===== config.mk =====
export PLATFORM = sky130hd
export DESIGN_NAME = cell_pos_access_ctrl_flat
export DESIGN_NICKNAME = d
export VERILOG_FILES = /design/src/rtl/cell_pos_access_ctrl_if.sv /design/src/rtl/cell_pos_access_ctrl.sv /design/src/flat_wrapper.sv
export SDC_FILE = /design/constraint.sdc
export NUM_CORES = 1
export LEC_CHECK = 0
export ABC_AREA = 1
export ABC_CLOCK_PERIOD_IN_PS = 1290
export BUFFER_PORTS_ARGS = -buffer_cell sky130_fd_sc_hd__buf_2
export CAP_MARGIN = 15
export CORE_AREA = 2 2 165 167
export DETAILED_ROUTE_END_ITERATION = 10
export DIE_AREA = 0 0 167 169
export PLACE_DENSITY_LB_ADDON = 0.15
export SYNTH_ARGS = -nofsm -noshare
export SYNTH_HDL_FRONTEND = slang
export SYNTH_SLANG_ARGS = --single-unit

===== constraint.sdc =====
create_clock -name clk -period 1.29 [get_ports clk]
set_input_delay 0 -clock clk [delete_from_list [all_inputs] [get_ports clk]]
set_output_delay 0 -clock clk [all_outputs]
set_load 0.005 [all_outputs]

===== src/rtl/cell_pos_access_ctrl_if.sv =====
// Bundle of request, stream and RAM-port signals around one cell position RAM.
// The slave side is the access controller; the master side is the client plus the RAM.
interface cell_pos_access_ctrl_if #(
  parameter int DATA_WIDTH = 96,
  parameter int ADDR_WIDTH = 8
);
  logic                  rd_start;
  logic                  rd_busy;
  logic                  rd_done;
  logic                  rd_valid;
  logic [DATA_WIDTH-1:0] rd_data;
  logic [ADDR_WIDTH-1:0] rd_pid;
  logic [ADDR_WIDTH-1:0] particle_count;
  logic                  wr_req;
  logic [ADDR_WIDTH-1:0] wr_addr;
  logic [DATA_WIDTH-1:0] wr_data;
  logic                  wr_ack;
  logic [ADDR_WIDTH-1:0] mem_address;
  logic [DATA_WIDTH-1:0] mem_data;
  logic                  mem_rden;
  logic                  mem_wren;
  logic [DATA_WIDTH-1:0] mem_q;

  modport slave (
    input  rd_start, wr_req, wr_addr, wr_data, mem_q,
    output rd_busy, rd_done, rd_valid, rd_data, rd_pid, particle_count,
           wr_ack, mem_address, mem_data, mem_rden, mem_wren
  );

  modport master (
    output rd_start, wr_req, wr_addr, wr_data, mem_q,
    input  rd_busy, rd_done, rd_valid, rd_data, rd_pid, particle_count,
           wr_ack, mem_address, mem_data, mem_rden, mem_wren
  );
endinterface


===== src/rtl/cell_pos_access_ctrl.sv =====
// Single-port cell position RAM sequencer: streams word 0 (count) then particles 1..count,
// with motion-update writes taking fixed priority over every read-issue slot.
module cell_pos_access_ctrl #(
  parameter int DATA_WIDTH   = 96,
  parameter int ADDR_WIDTH   = 8,
  parameter int PARTICLE_NUM = 220
) (
  input logic                   clk,
  input logic                   rst,
  cell_pos_access_ctrl_if.slave bus
);

  typedef enum logic [2:0] {
    S_IDLE,
    S_RCNT,
    S_WCNT,
    S_STRM,
    S_DRAIN
  } state_t;

  localparam logic [ADDR_WIDTH-1:0] CNT_MAX = ADDR_WIDTH'(PARTICLE_NUM - 1);

  function automatic logic [ADDR_WIDTH-1:0] sat_count(input logic [ADDR_WIDTH-1:0] raw);
    return (raw > CNT_MAX) ? CNT_MAX : raw;
  endfunction

  state_t                state_q, state_d;
  logic [ADDR_WIDTH-1:0] ptr_q, ptr_d;
  logic [ADDR_WIDTH-1:0] cnt_q, cnt_d;
  logic                  busy_q, busy_d;
  logic                  done_q, done_d;
  logic                  vld_p1_q, vld_p1_d, tag_p1_q, tag_p1_d;
  logic                  vld_p2_q, vld_p2_d, tag_p2_q, tag_p2_d;
  logic [ADDR_WIDTH-1:0] addr_p1_q, addr_p1_d, addr_p2_q, addr_p2_d;

  logic                  wr_go;
  logic                  rd_issue;
  logic                  rd_is_cnt;
  logic [ADDR_WIDTH-1:0] rd_addr;
  logic [ADDR_WIDTH-1:0] cnt_ret;
  logic                  stream_vld;

  assign wr_go = bus.wr_req;

  always_comb begin
    state_d   = state_q;
    ptr_d     = ptr_q;
    cnt_d     = cnt_q;
    busy_d    = busy_q;
    done_d    = 1'b0;
    rd_issue  = 1'b0;
    rd_is_cnt = 1'b0;
    rd_addr   = '0;
    cnt_ret   = sat_count(bus.mem_q[ADDR_WIDTH-1:0]);
    // busy covers the rd_done cycle itself, then drops
    if (done_q) busy_d = 1'b0;
    case (state_q)
      S_IDLE: begin
        if (bus.rd_start && !busy_q) begin
          state_d = S_RCNT;
          busy_d  = 1'b1;
        end
      end
      S_RCNT: begin
        if (!wr_go) begin
          rd_issue  = 1'b1;
          rd_is_cnt = 1'b1;
          state_d   = S_WCNT;
        end
      end
      S_WCNT: begin
        if (vld_p2_q && tag_p2_q) begin
          cnt_d = cnt_ret;
          if (cnt_ret == '0) begin
            done_d  = 1'b1;
            state_d = S_IDLE;
          end else begin
            ptr_d   = ADDR_WIDTH'(1);
            state_d = S_STRM;
          end
        end
      end
      S_STRM: begin
        if (!wr_go) begin
          rd_issue = 1'b1;
          rd_addr  = ptr_q;
          ptr_d    = ptr_q + ADDR_WIDTH'(1);
          if (ptr_q == cnt_q) state_d = S_DRAIN;
        end
      end
      S_DRAIN: begin
        // the last issued read is in stage 2 once stage 1 empties
        if (!vld_p1_q) begin
          done_d  = 1'b1;
          state_d = S_IDLE;
        end
      end
      default: state_d = S_IDLE;
    endcase
  end

  // issue -> p1 (RAM internal register) -> p2 (mem_q valid)
  always_comb begin
    vld_p1_d  = rd_issue;
    tag_p1_d  = rd_is_cnt;
    addr_p1_d = rd_addr;
    vld_p2_d  = vld_p1_q;
    tag_p2_d  = tag_p1_q;
    addr_p2_d = addr_p1_q;
  end

  always_ff @(posedge clk) begin
    if (rst) begin
      state_q   <= S_IDLE;
      ptr_q     <= '0;
      cnt_q     <= '0;
      busy_q    <= 1'b0;
      done_q    <= 1'b0;
      vld_p1_q  <= 1'b0;
      tag_p1_q  <= 1'b0;
      addr_p1_q <= '0;
      vld_p2_q  <= 1'b0;
      tag_p2_q  <= 1'b0;
      addr_p2_q <= '0;
    end else begin
      state_q   <= state_d;
      ptr_q     <= ptr_d;
      cnt_q     <= cnt_d;
      busy_q    <= busy_d;
      done_q    <= done_d;
      vld_p1_q  <= vld_p1_d;
      tag_p1_q  <= tag_p1_d;
      addr_p1_q <= addr_p1_d;
      vld_p2_q  <= vld_p2_d;
      tag_p2_q  <= tag_p2_d;
      addr_p2_q <= addr_p2_d;
    end
  end

  assign stream_vld         = vld_p2_q && !tag_p2_q;
  assign bus.rd_valid       = stream_vld;
  assign bus.rd_pid         = addr_p2_q;
  assign bus.rd_data        = stream_vld ? bus.mem_q : {DATA_WIDTH{1'b0}};
  assign bus.rd_busy        = busy_q;
  assign bus.rd_done        = done_q;
  assign bus.particle_count = cnt_q;

  assign bus.wr_ack      = wr_go;
  assign bus.mem_wren    = wr_go;
  assign bus.mem_rden    = rd_issue;
  assign bus.mem_address = wr_go ? bus.wr_addr : rd_addr;
  assign bus.mem_data    = wr_go ? bus.wr_data : {DATA_WIDTH{1'b0}};

endmodule

===== src/flat_wrapper.sv =====
// flat-port wrapper written by rule: the top's interface ports become plain ports
module cell_pos_access_ctrl_flat 
#(
  parameter int DATA_WIDTH   = 96,
  parameter int ADDR_WIDTH   = 8,
  parameter int PARTICLE_NUM = 220
)
  (clk, rst, bus_rd_start, bus_wr_req, bus_wr_addr, bus_wr_data, bus_mem_q, bus_rd_busy, bus_rd_done, bus_rd_valid, bus_rd_data, bus_rd_pid, bus_particle_count, bus_wr_ack, bus_mem_address, bus_mem_data, bus_mem_rden, bus_mem_wren);
  cell_pos_access_ctrl_if #(.DATA_WIDTH(DATA_WIDTH), .ADDR_WIDTH(ADDR_WIDTH)) bus_i ();
  input logic clk;
  input logic rst;
  input wire logic [$bits(bus_i.rd_start)-1:0] bus_rd_start;
  input wire logic [$bits(bus_i.wr_req)-1:0] bus_wr_req;
  input wire logic [$bits(bus_i.wr_addr)-1:0] bus_wr_addr;
  input wire logic [$bits(bus_i.wr_data)-1:0] bus_wr_data;
  input wire logic [$bits(bus_i.mem_q)-1:0] bus_mem_q;
  output wire logic [$bits(bus_i.rd_busy)-1:0] bus_rd_busy;
  output wire logic [$bits(bus_i.rd_done)-1:0] bus_rd_done;
  output wire logic [$bits(bus_i.rd_valid)-1:0] bus_rd_valid;
  output wire logic [$bits(bus_i.rd_data)-1:0] bus_rd_data;
  output wire logic [$bits(bus_i.rd_pid)-1:0] bus_rd_pid;
  output wire logic [$bits(bus_i.particle_count)-1:0] bus_particle_count;
  output wire logic [$bits(bus_i.wr_ack)-1:0] bus_wr_ack;
  output wire logic [$bits(bus_i.mem_address)-1:0] bus_mem_address;
  output wire logic [$bits(bus_i.mem_data)-1:0] bus_mem_data;
  output wire logic [$bits(bus_i.mem_rden)-1:0] bus_mem_rden;
  output wire logic [$bits(bus_i.mem_wren)-1:0] bus_mem_wren;
  assign bus_i.rd_start = bus_rd_start;
  assign bus_i.wr_req = bus_wr_req;
  assign bus_i.wr_addr = bus_wr_addr;
  assign bus_i.wr_data = bus_wr_data;
  assign bus_i.mem_q = bus_mem_q;
  assign bus_rd_busy = bus_i.rd_busy;
  assign bus_rd_done = bus_i.rd_done;
  assign bus_rd_valid = bus_i.rd_valid;
  assign bus_rd_data = bus_i.rd_data;
  assign bus_rd_pid = bus_i.rd_pid;
  assign bus_particle_count = bus_i.particle_count;
  assign bus_wr_ack = bus_i.wr_ack;
  assign bus_mem_address = bus_i.mem_address;
  assign bus_mem_data = bus_i.mem_data;
  assign bus_mem_rden = bus_i.mem_rden;
  assign bus_mem_wren = bus_i.mem_wren;
  cell_pos_access_ctrl #(.DATA_WIDTH(DATA_WIDTH), .ADDR_WIDTH(ADDR_WIDTH), .PARTICLE_NUM(PARTICLE_NUM)) u_core (.clk(clk), .rst(rst), .bus(bus_i));
endmodule

# ---- Word level (Yosys, flattened, before mapping)
# Index checks and enable logic that the tools add are counted.
dict set report classes {
  n_addsub 1
  order_cmp 1
  muxes 27
  reduce_logical 13
  bitwise 1
  eq_ne 12
}
# operator count
set op_table {}
lappend op_table {{two-way mux 96 bit} 2}
lappend op_table {{two-way mux 8 bit} 7}
lappend op_table {{two-way mux 3 bit} 6}
lappend op_table {{case mux 8 bit (2 select lines)} 1}
lappend op_table {{case mux 3 bit (5 select lines)} 1}
lappend op_table {{adder 8 x 1 -> 8 bit (second input constant)} 1}
lappend op_table {{== test 8 bit} 1}
lappend op_table {{> comparator 8 bit (second input constant)} 1}
lappend op_table {{zero test 8 bit} 1}
lappend op_table {{two-way mux 1 bit} 8}
lappend op_table {{inequality test 2 bit (second input constant)} 4}
lappend op_table {{== test 3 x 2 -> 1 bit (second input constant)} 2}
lappend op_table {{inequality test 2 x 1 -> 1 bit (second input constant)} 3}
lappend op_table {{AND reduction 6 bit} 1}
lappend op_table {{AND reduction 4 bit} 1}
lappend op_table {{OR reduction 2 bit} 2}
lappend op_table {{== test 3 x 1 -> 1 bit (second input constant)} 1}
lappend op_table {{== test 3 bit (second input constant)} 1}
lappend op_table {{logical AND 1 bit} 3}
lappend op_table {{zero test 3 bit} 1}
lappend op_table {{zero test 1 bit} 2}
lappend op_table {{two-way mux 2 bit} 1}
lappend op_table {{case mux 1 bit (2 select lines)} 1}
lappend op_table {{AND reduction 2 bit} 1}
lappend op_table {{other kinds (2)} 2}
dict set report totals {
  word_cells 66
  ff_bits 41
  in_bits 204
}

# ---- Longest topological paths before layout
# Gate-level depths: netlist of run 1.
dict set report depth {
  ltp_word 6
  ltp_mapped 10
  depth_no_buf 10
}

# ---- Least setup slack after synthesis of run 1
# OpenSTA, ideal clock, no wires.
dict set report synth_timing {
  path_kind {flip-flop to flip-flop}
  startpoint {reg u_core.ptr_q[0]}
  endpoint {reg u_core.ptr_q[6]}
  setup_time_ns 0.064
  arrival_time_ns 1.182
  setup_slack_ns 0.044
  synth_period_minus_slack_ns 1.246
  path_stages_with_launch 9
  cell_sequence {dfxtp_1 -> ha_1 -> nand2_1 -> nor3_1 -> xor2_1 -> nand2_1 -> nand2_1 -> nand2_1 -> nor2_1}
}
dict set report synth_between {
  elab_chain_cells 3
}
# item line_no
set synth_lines {}
lappend synth_lines {{start, declared} cell_pos_access_ctrl.sv:28} ;# logic [ADDR_WIDTH-1:0] ptr_q, ptr_d;
lappend synth_lines {{start signal, assigned} cell_pos_access_ctrl.sv:127} ;# ptr_q <= ptr_d;
lappend synth_lines {{adder 8 x 1 -> 8 bit} cell_pos_access_ctrl.sv:87} ;# ptr_d = ptr_q + ADDR_WIDTH'(1);
lappend synth_lines {{two-way mux 8 bit} cell_pos_access_ctrl.sv:84} ;# if (!wr_go) begin
lappend synth_lines {{case mux 8 bit (2 select lines)} cell_pos_access_ctrl.sv:57} ;# case (state_q)
# Every way passes these cells. The select of a mux whose other input is x is not followed.
# A chain may end at the register's enable or synchronous reset.

# ---- Worst setup path after layout of run 1
dict set report layout_timing {
  startpoint {reg u_core.state_q[0]}
  endpoint {out bus_mem_address[6]}
}
dict set report layout_between {
  elab_chain_cells 3
}
# item line_no
set layout_lines {}
lappend layout_lines {{start, declared} cell_pos_access_ctrl.sv:27} ;# state_t state_q, state_d;
lappend layout_lines {{start signal, assigned} cell_pos_access_ctrl.sv:126} ;# state_q <= state_d;
lappend layout_lines {{== test 3 x 2 -> 1 bit} cell_pos_access_ctrl.sv:57}
lappend layout_lines {{two-way mux 8 bit} cell_pos_access_ctrl.sv:57}
lappend layout_lines {{two-way mux 8 bit} cell_pos_access_ctrl.sv:151} ;# assign bus.mem_address = wr_go ? bus.wr_addr : rd_addr;
lappend layout_lines {{end, declared} flat_wrapper.sv:24} ;# output wire logic [$bits(bus_i.mem_address)-1:0] bus_mem_address;
# Every way passes these cells.

==> metrics.txt, run 1 <==
Lkg Pwr=roughly 4.8 nW; largest net degree at the start of global routing=between 60 and 70; Pwr Density=702 nW/um^2; Syn. warnings=0; Starting Density=12.9%; setup TNS=-6.33 ns; clk sinks=41; GRT overflow=0; RSZ-0062 raised after global routing=true; commonest non-fill, non-tap cell in the layout=buf_2; H-tree Lvls=2; M2 GR Usage=22.5%; Syn Area/Cell=5.08 um^2; Unique masters post-synth=29; ant diodes=0; EDFF count, synth=0; CTS Buf Count=5; Hold WC Path Type=in -> reg; Worst-Margin Slew=0.431 ns; Reg clk slew, reported paths=0.06 ns; most crowded layer after global routing=met2; Die Ht=169 um; Via Count=slightly above 5000; Max-slew headroom=71.2%; IO buf count=425; Die ar.=roughly 28000 um^2; CP endpoint kind=output port; vias in the first global route=4794; Highest Clock Rate=approximately 720 MHz; met1 Resource Use GR=12.0%; sequential fraction of the synthesis area=between 20% and 30%; failing checks=negative setup slack; top cell type's share of synthesized area=roughly a quarter; status=finished with violations; root buffer cell=clkbuf_16; Layout area overhead=97.5%; commonest non-fill, non-tap cells in the layout=buf_2 (423), inv_1 (221), nand2_1 (155), nor2_1 (63), nor2_2 (57); Post-synth ARST share=0%; Avg WL per Cell=11.6 um; post-DP HPWL=between 10000 and 15000 um; Worst EP required=1.29 ns; critical path class=reg -> out; Post-layout nets=approximately 1300; Synth area leaders=inv_1 (25%), dfxtp_1 (24%), nand2_1 (17%), nor2_1 (14%), nand3_1 (2.8%); Syn Nets=879; Clock Latency Late Sink=around 0.28 ns; Post-Route Skew=0.00348 ns; CP arrival=1.40 ns; post-route clock period utilization=108%; Tot GR Track Use=11.0%; total power=4.75 mW; dominant synthesized flop cell=dfxtp_1; share of cells above drive strength 1=around half; DR pass1 iterations=4; Longest Clk Path Bufs=2; maximum VDD drop=416 uV; Site Rows=60; Core ar.=around 27000 um^2; CP max FO=12; final worst slack=-0.105 ns; global-route wire length before repair=25000 um; Chip Width=167 um; Remaining DRCs=0; antenna-violating nets left=0; synthesized flop and latch total=41; Post-Route WL=16900 um; post-synth top area cell=inv_1; # setup viols final=102; CTS tree=built; Final min period=1.40 ns; DR iter-0 viols=119; Mapped Cells=674; maxcap violations=0; DR vias/cell=3.54; io pins=426; Setup WS pre-CTS=-0.0492 ns; count of pins over their slew limit=0; Worst setup SP type=flop; Netlist Area Pre-Place=3430 um^2; RePlAce Congestion=0.764; met3 usage=1.36%; final hold violation count=0; initial antenna violation count=0
-- worst max-delay path, cell delays in order (launching register included) --
cell	delay, ns
dfxtp_2	0.33
inv_2	0.06
nor2_4	0.11
nand2_4	0.06
nor2_4	0.09
inv_4	0.06
buf_12	0.14
o21ai_2	0.12
buf_2	0.13
-- kinds of logic (layout without fill, tap and decap cells) --
family          count (synthesis)  in the layout  synth area share, %
flops                          41             41                 24.0
fa+ha+maj                       1              1                0.365
xor+xnor                        6              6                 1.53
buf+inv                       263            712                 29.9
compound gates                 36             36                 5.52
simple gates                  327            327                 38.7
-- final timing paths --
check / start / cells after the start / to / slack, ns
max reg2reg: u_core.ptr_q[0] / 11 / u_core.state_q[1] / 0.03
max: u_core.state_q[0] / 8 / bus_mem_address[6] / -0.11
min reg2reg: u_core.addr_p1_q[1] / 2 / u_core.bus.rd_pid[1] / 0.40
min: bus_wr_req / 2 / u_core.vld_p1_q / 0.01
-- per-stage QoR --
| stage | hold WS [ns] | std cells | utilization [%] | area [um^2] |
|---|---|---|---|---|
| after floorplan | 0.0707 | 674 | - | 3430 |
| after global placement | 0.245 | 1440 | 23.1 | 6110 |
| after detailed placement | 0.244 | 1440 | 23.1 | 6110 |
| after CTS | 0.0167 | 1463 | 24.7 | 6540 |
| after global routing | 0.0333 | 1464 | 25.5 | 6770 |
| final | 0.0136 | 1464 | 25.5 | 6770 |
-- state kept, by name, summed over array words and instances, names as in the netlist --
name and flops:
u_core.ptr_q 8, u_core.vld_p2_q 1, u_core.tag_p1_q 1, u_core.addr_p1_q 8, u_core.tag_p2_q 1, u_core.state_q 3, u_core.bus.particle_count 8, u_core.bus.rd_busy 1
u_core.vld_p1_q 1, u_core.bus.rd_pid 8, u_core.bus.rd_done 1
-- timing repair --
action                                 CTS  global route
gates cloned                             4             0
setup buffers                           10             2
hold buffers                             1             0
setup endpoints to repair              105           127
pin swaps                                2             8
resized for setup                       50            78
endpoints found under the hold margin    1             0
-- final cells by class --
type / count / area [um^2]
Clock buffer: 8 / 136
Sequential cell: 41 / 835
Tap cell: 341 / 427
Timing Repair inverter: 1 / 6.26
Multi-Input combinational cell: 370 / 1870
Inverter: 231 / 875
Timing Repair Buffer: 472 / 2620
Fill cell: 3074 / 19700
-- synth_stat cells (4+ instances only) --
cell	n
dfxtp_1	41
clkbuf_1	7
nor2_1	126
a21oi_1	15
buf_1	8
buf_4	4
inv_2	4
o21ai_0	16
nor3_1	11
buf_2	12
inv_1	227
xnor2_1	5
nand2_1	157
nand3_1	19
-- per-layer routing --
| metal | wire (um) | share of wire [%] |
|---|---|---|
| met5 | 0 | 0 |
| met4 | 182 | 1.1 |
| met3 | 1020 | 6.0 |
| met2 | 9200 | 54 |
| met1 | 6520 | 39 |
-- power by group --
| group | leakage (nW) | switching [mW] | total (mW) | internal [mW] |
|---|---|---|---|---|
| combinational | 4.40 | 1.13 | 2.11 | 0.985 |
| sequential | 0.336 | 0.0657 | 1.43 | 1.36 |
| clock | 0.0652 | 0.488 | 1.21 | 0.720 |
Note: power is estimated with default switching activity, not from simulation.
==> inputs of run 2 (changes only) <==
Settings changed: CTS_BUF_LIST set to sky130_fd_sc_hd__clkbuf_4.
==> run 2 against run 1 <==
Net effect:
- the flow still finishes with violations (negative setup slack)
- count of clock-buffer cells in the layout unchanged
- critical path depth decreased by 1
- sequential share of layout area decreased by 0.34 points
- routed wire length increased by 2.9%
- non-clock buffer count increased by 10
- clock skew increased by 0.0015 ns
- via count increased by 1.7%
- die area unchanged
- first-iteration DRC count decreased by 2.5%
- worst setup slack got worse by 0.11 ns
- combinational power increased by 7%
- power decreased by 7.8%
==> metrics.txt, run 2 (synthesis gave the netlist of run 1 again) <==
Worst Reg-to-Reg Cells=9; Worst-Margin Slew=0.427 ns; final worst slack=-0.220 ns; critical path class=reg -> out; final design utilization=between 20% and 30%; internal power=2.70 mW; Post-Route WL=17400 um; status=finished with violations; Core ar.=26500 um^2; Hold WC Path Type=in -> reg; count of pins over their slew limit=0; Worst Hold Depth=4; CTS Buf Count=5; CP arrival=1.51 ns; Max-slew headroom=71.5%; final hold violation count=0; CTS tree=built; Clock Power Share=16.0%; Sw Ratio=38.4%; setup TNS=-16.22 ns; DR pass1 iterations=5; commonest non-fill, non-tap cells in the layout=buf_2 (414), inv_1 (223), nand2_1 (156), nor2_1 (74), buf_4 (41); H-tree Lvls=2; flop2flop setup slack=-0.06 ns; maximum VDD drop=337 uV; # setup viols final=109; DR iter-0 viols=approximately 120; switching power=1.68 mW; GRT overflow=0; io pins=426; Site Rows=60; Remaining DRCs=0; Comb pwr share=51.5%; Tot GR Track Use=11.1%; initial antenna violation count=2; Worst EP required=between 1 and 1.5 ns; Layout area overhead=102%; DR vias/cell=3.57; share of cells above drive strength 1=51.7%; Worst setup SP type=flop; maxcap violations=0; Die Ht=169 um; vias in the first global route=4809; post-route clock period utilization=117%; Final min period=~1.5 ns; RSZ-0062 raised after global routing=true; Reg clk slew, reported paths=0.12 ns; global-route wire length before repair=25300 um; post-DP HPWL=13800 um; Die ar.=roughly 28000 um^2; antenna-violating nets left=0; Clock Latency Late Sink=0.35 ns; Highest Clock Rate=662 MHz; CP max FO=11; Lkg Pwr=4.83 nW; Post-Route Skew=approximately 0.0050 ns; Flop pwr share=32.5%; failing checks=negative setup slack; Pwr Density=631 nW/um^2; IO buf count=425; Post-layout nets=about 1300; largest net degree at the start of global routing=63; Longest Clk Path Bufs=2; Avg WL per Cell=roughly 12 um; root buffer cell=clkbuf_4; clk sinks=between 40 and 50; commonest non-fill, non-tap cell in the layout=buf_2; Starting Density=around 13%; Chip Width=roughly 170 um; CP endpoint kind=output port; RePlAce Congestion=0.764; Via Count=5270
-- run 2: changes by cell type in the layout (fill, tap and decap cells not counted), sizes merged --
cell / previous run / this run
clkbuf: 8 / 10
buf: 471 / 477
nand2: 160 / 161
dlygate4sd3: 1 / 3
diode: 0 / 2
-- run 2: layout make-up --
| cell class | count | area (um^2) |
|---|---|---|
| timing repair buffer | 482 | 2780 |
| clock buffer | 8 | 60.1 |
| multi-input combinational | 371 | 1950 |
| inverter | 231 | 875 |
| sequential | 41 | 832 |
| timing repair inverter | 1 | 3.75 |
| tap | 341 | 427 |
| fill | 3029 | 19600 |
| antenna | 2 | 5.00 |
-- run 2: path summary, 6_finish.rpt --
| kind | from | end |
|---|---|---|
| setup / recovery | u_core.vld_p2_q | bus_rd_data[26] |
| hold / removal | bus_mem_q[6] | u_core.bus.particle_count[6] |
| setup reg to reg | u_core.state_q[2] | u_core.ptr_q[2] |
| hold reg to reg | u_core.addr_p1_q[1] | u_core.bus.rd_pid[1] |
-- run 2: routing by layer --
layer,vias to the layer above,GRT usage (%),routed length [um]
li1,2771,-,-
met1,2249,12.2,6550
met2,242,22.7,9660
met3,8,1.33,1040
met4,0,2.06,157
met5,-,0,0
-- run 2: what timing repair did --
action / in CTS / in global routing
gates cloned: 4 / 5
resized for setup: 54 / 90
setup endpoints to repair: 114 / 130
setup buffers: 11 / 7
hold endpoints to repair: 4 / 0
hold buffers: 3 / 0
pin swaps: 3 / 10
-- run 2: through the flow --
step	power (mW)	instances	hold WS (ns)	instance area [um^2]	worst slack [ns]
2_1_floorplan	2.36	674	0.0707	3430	0.0444
3_5_place_dp	3.31	1440	0.244	6110	-0.0492
4_1_cts	4.27	1466	0.000655	6570	-0.212
5_1_grt	4.76	1477	0.0131	6940	-0.298
6_report	4.38	1477	0.0214	6940	-0.220
3_3_place_gp	3.35	1440	0.245	6110	-0.0336
-- run 2: power by group through the flow --
stage	clock network [mW]	registers, mW	logic, mW
6_report	0.702	1.42	2.25
5_1_grt	0.794	1.44	2.53
4_1_cts	0.743	1.41	2.12
3_5_place_dp	0	1.43	1.88
3_3_place_gp	0	1.43	1.91
2_1_floorplan	0	1.44	0.921
-- run 2: worst max-delay path, cell delays in order, from the launching register on --
cell and delay, ns:
dfxtp_2 0.35, inv_2 0.04, nor2_4 0.15, clkinv_4 0.09
buf_12 0.15, buf_16 0.15, nor2_1 0.09, buf_2 0.12
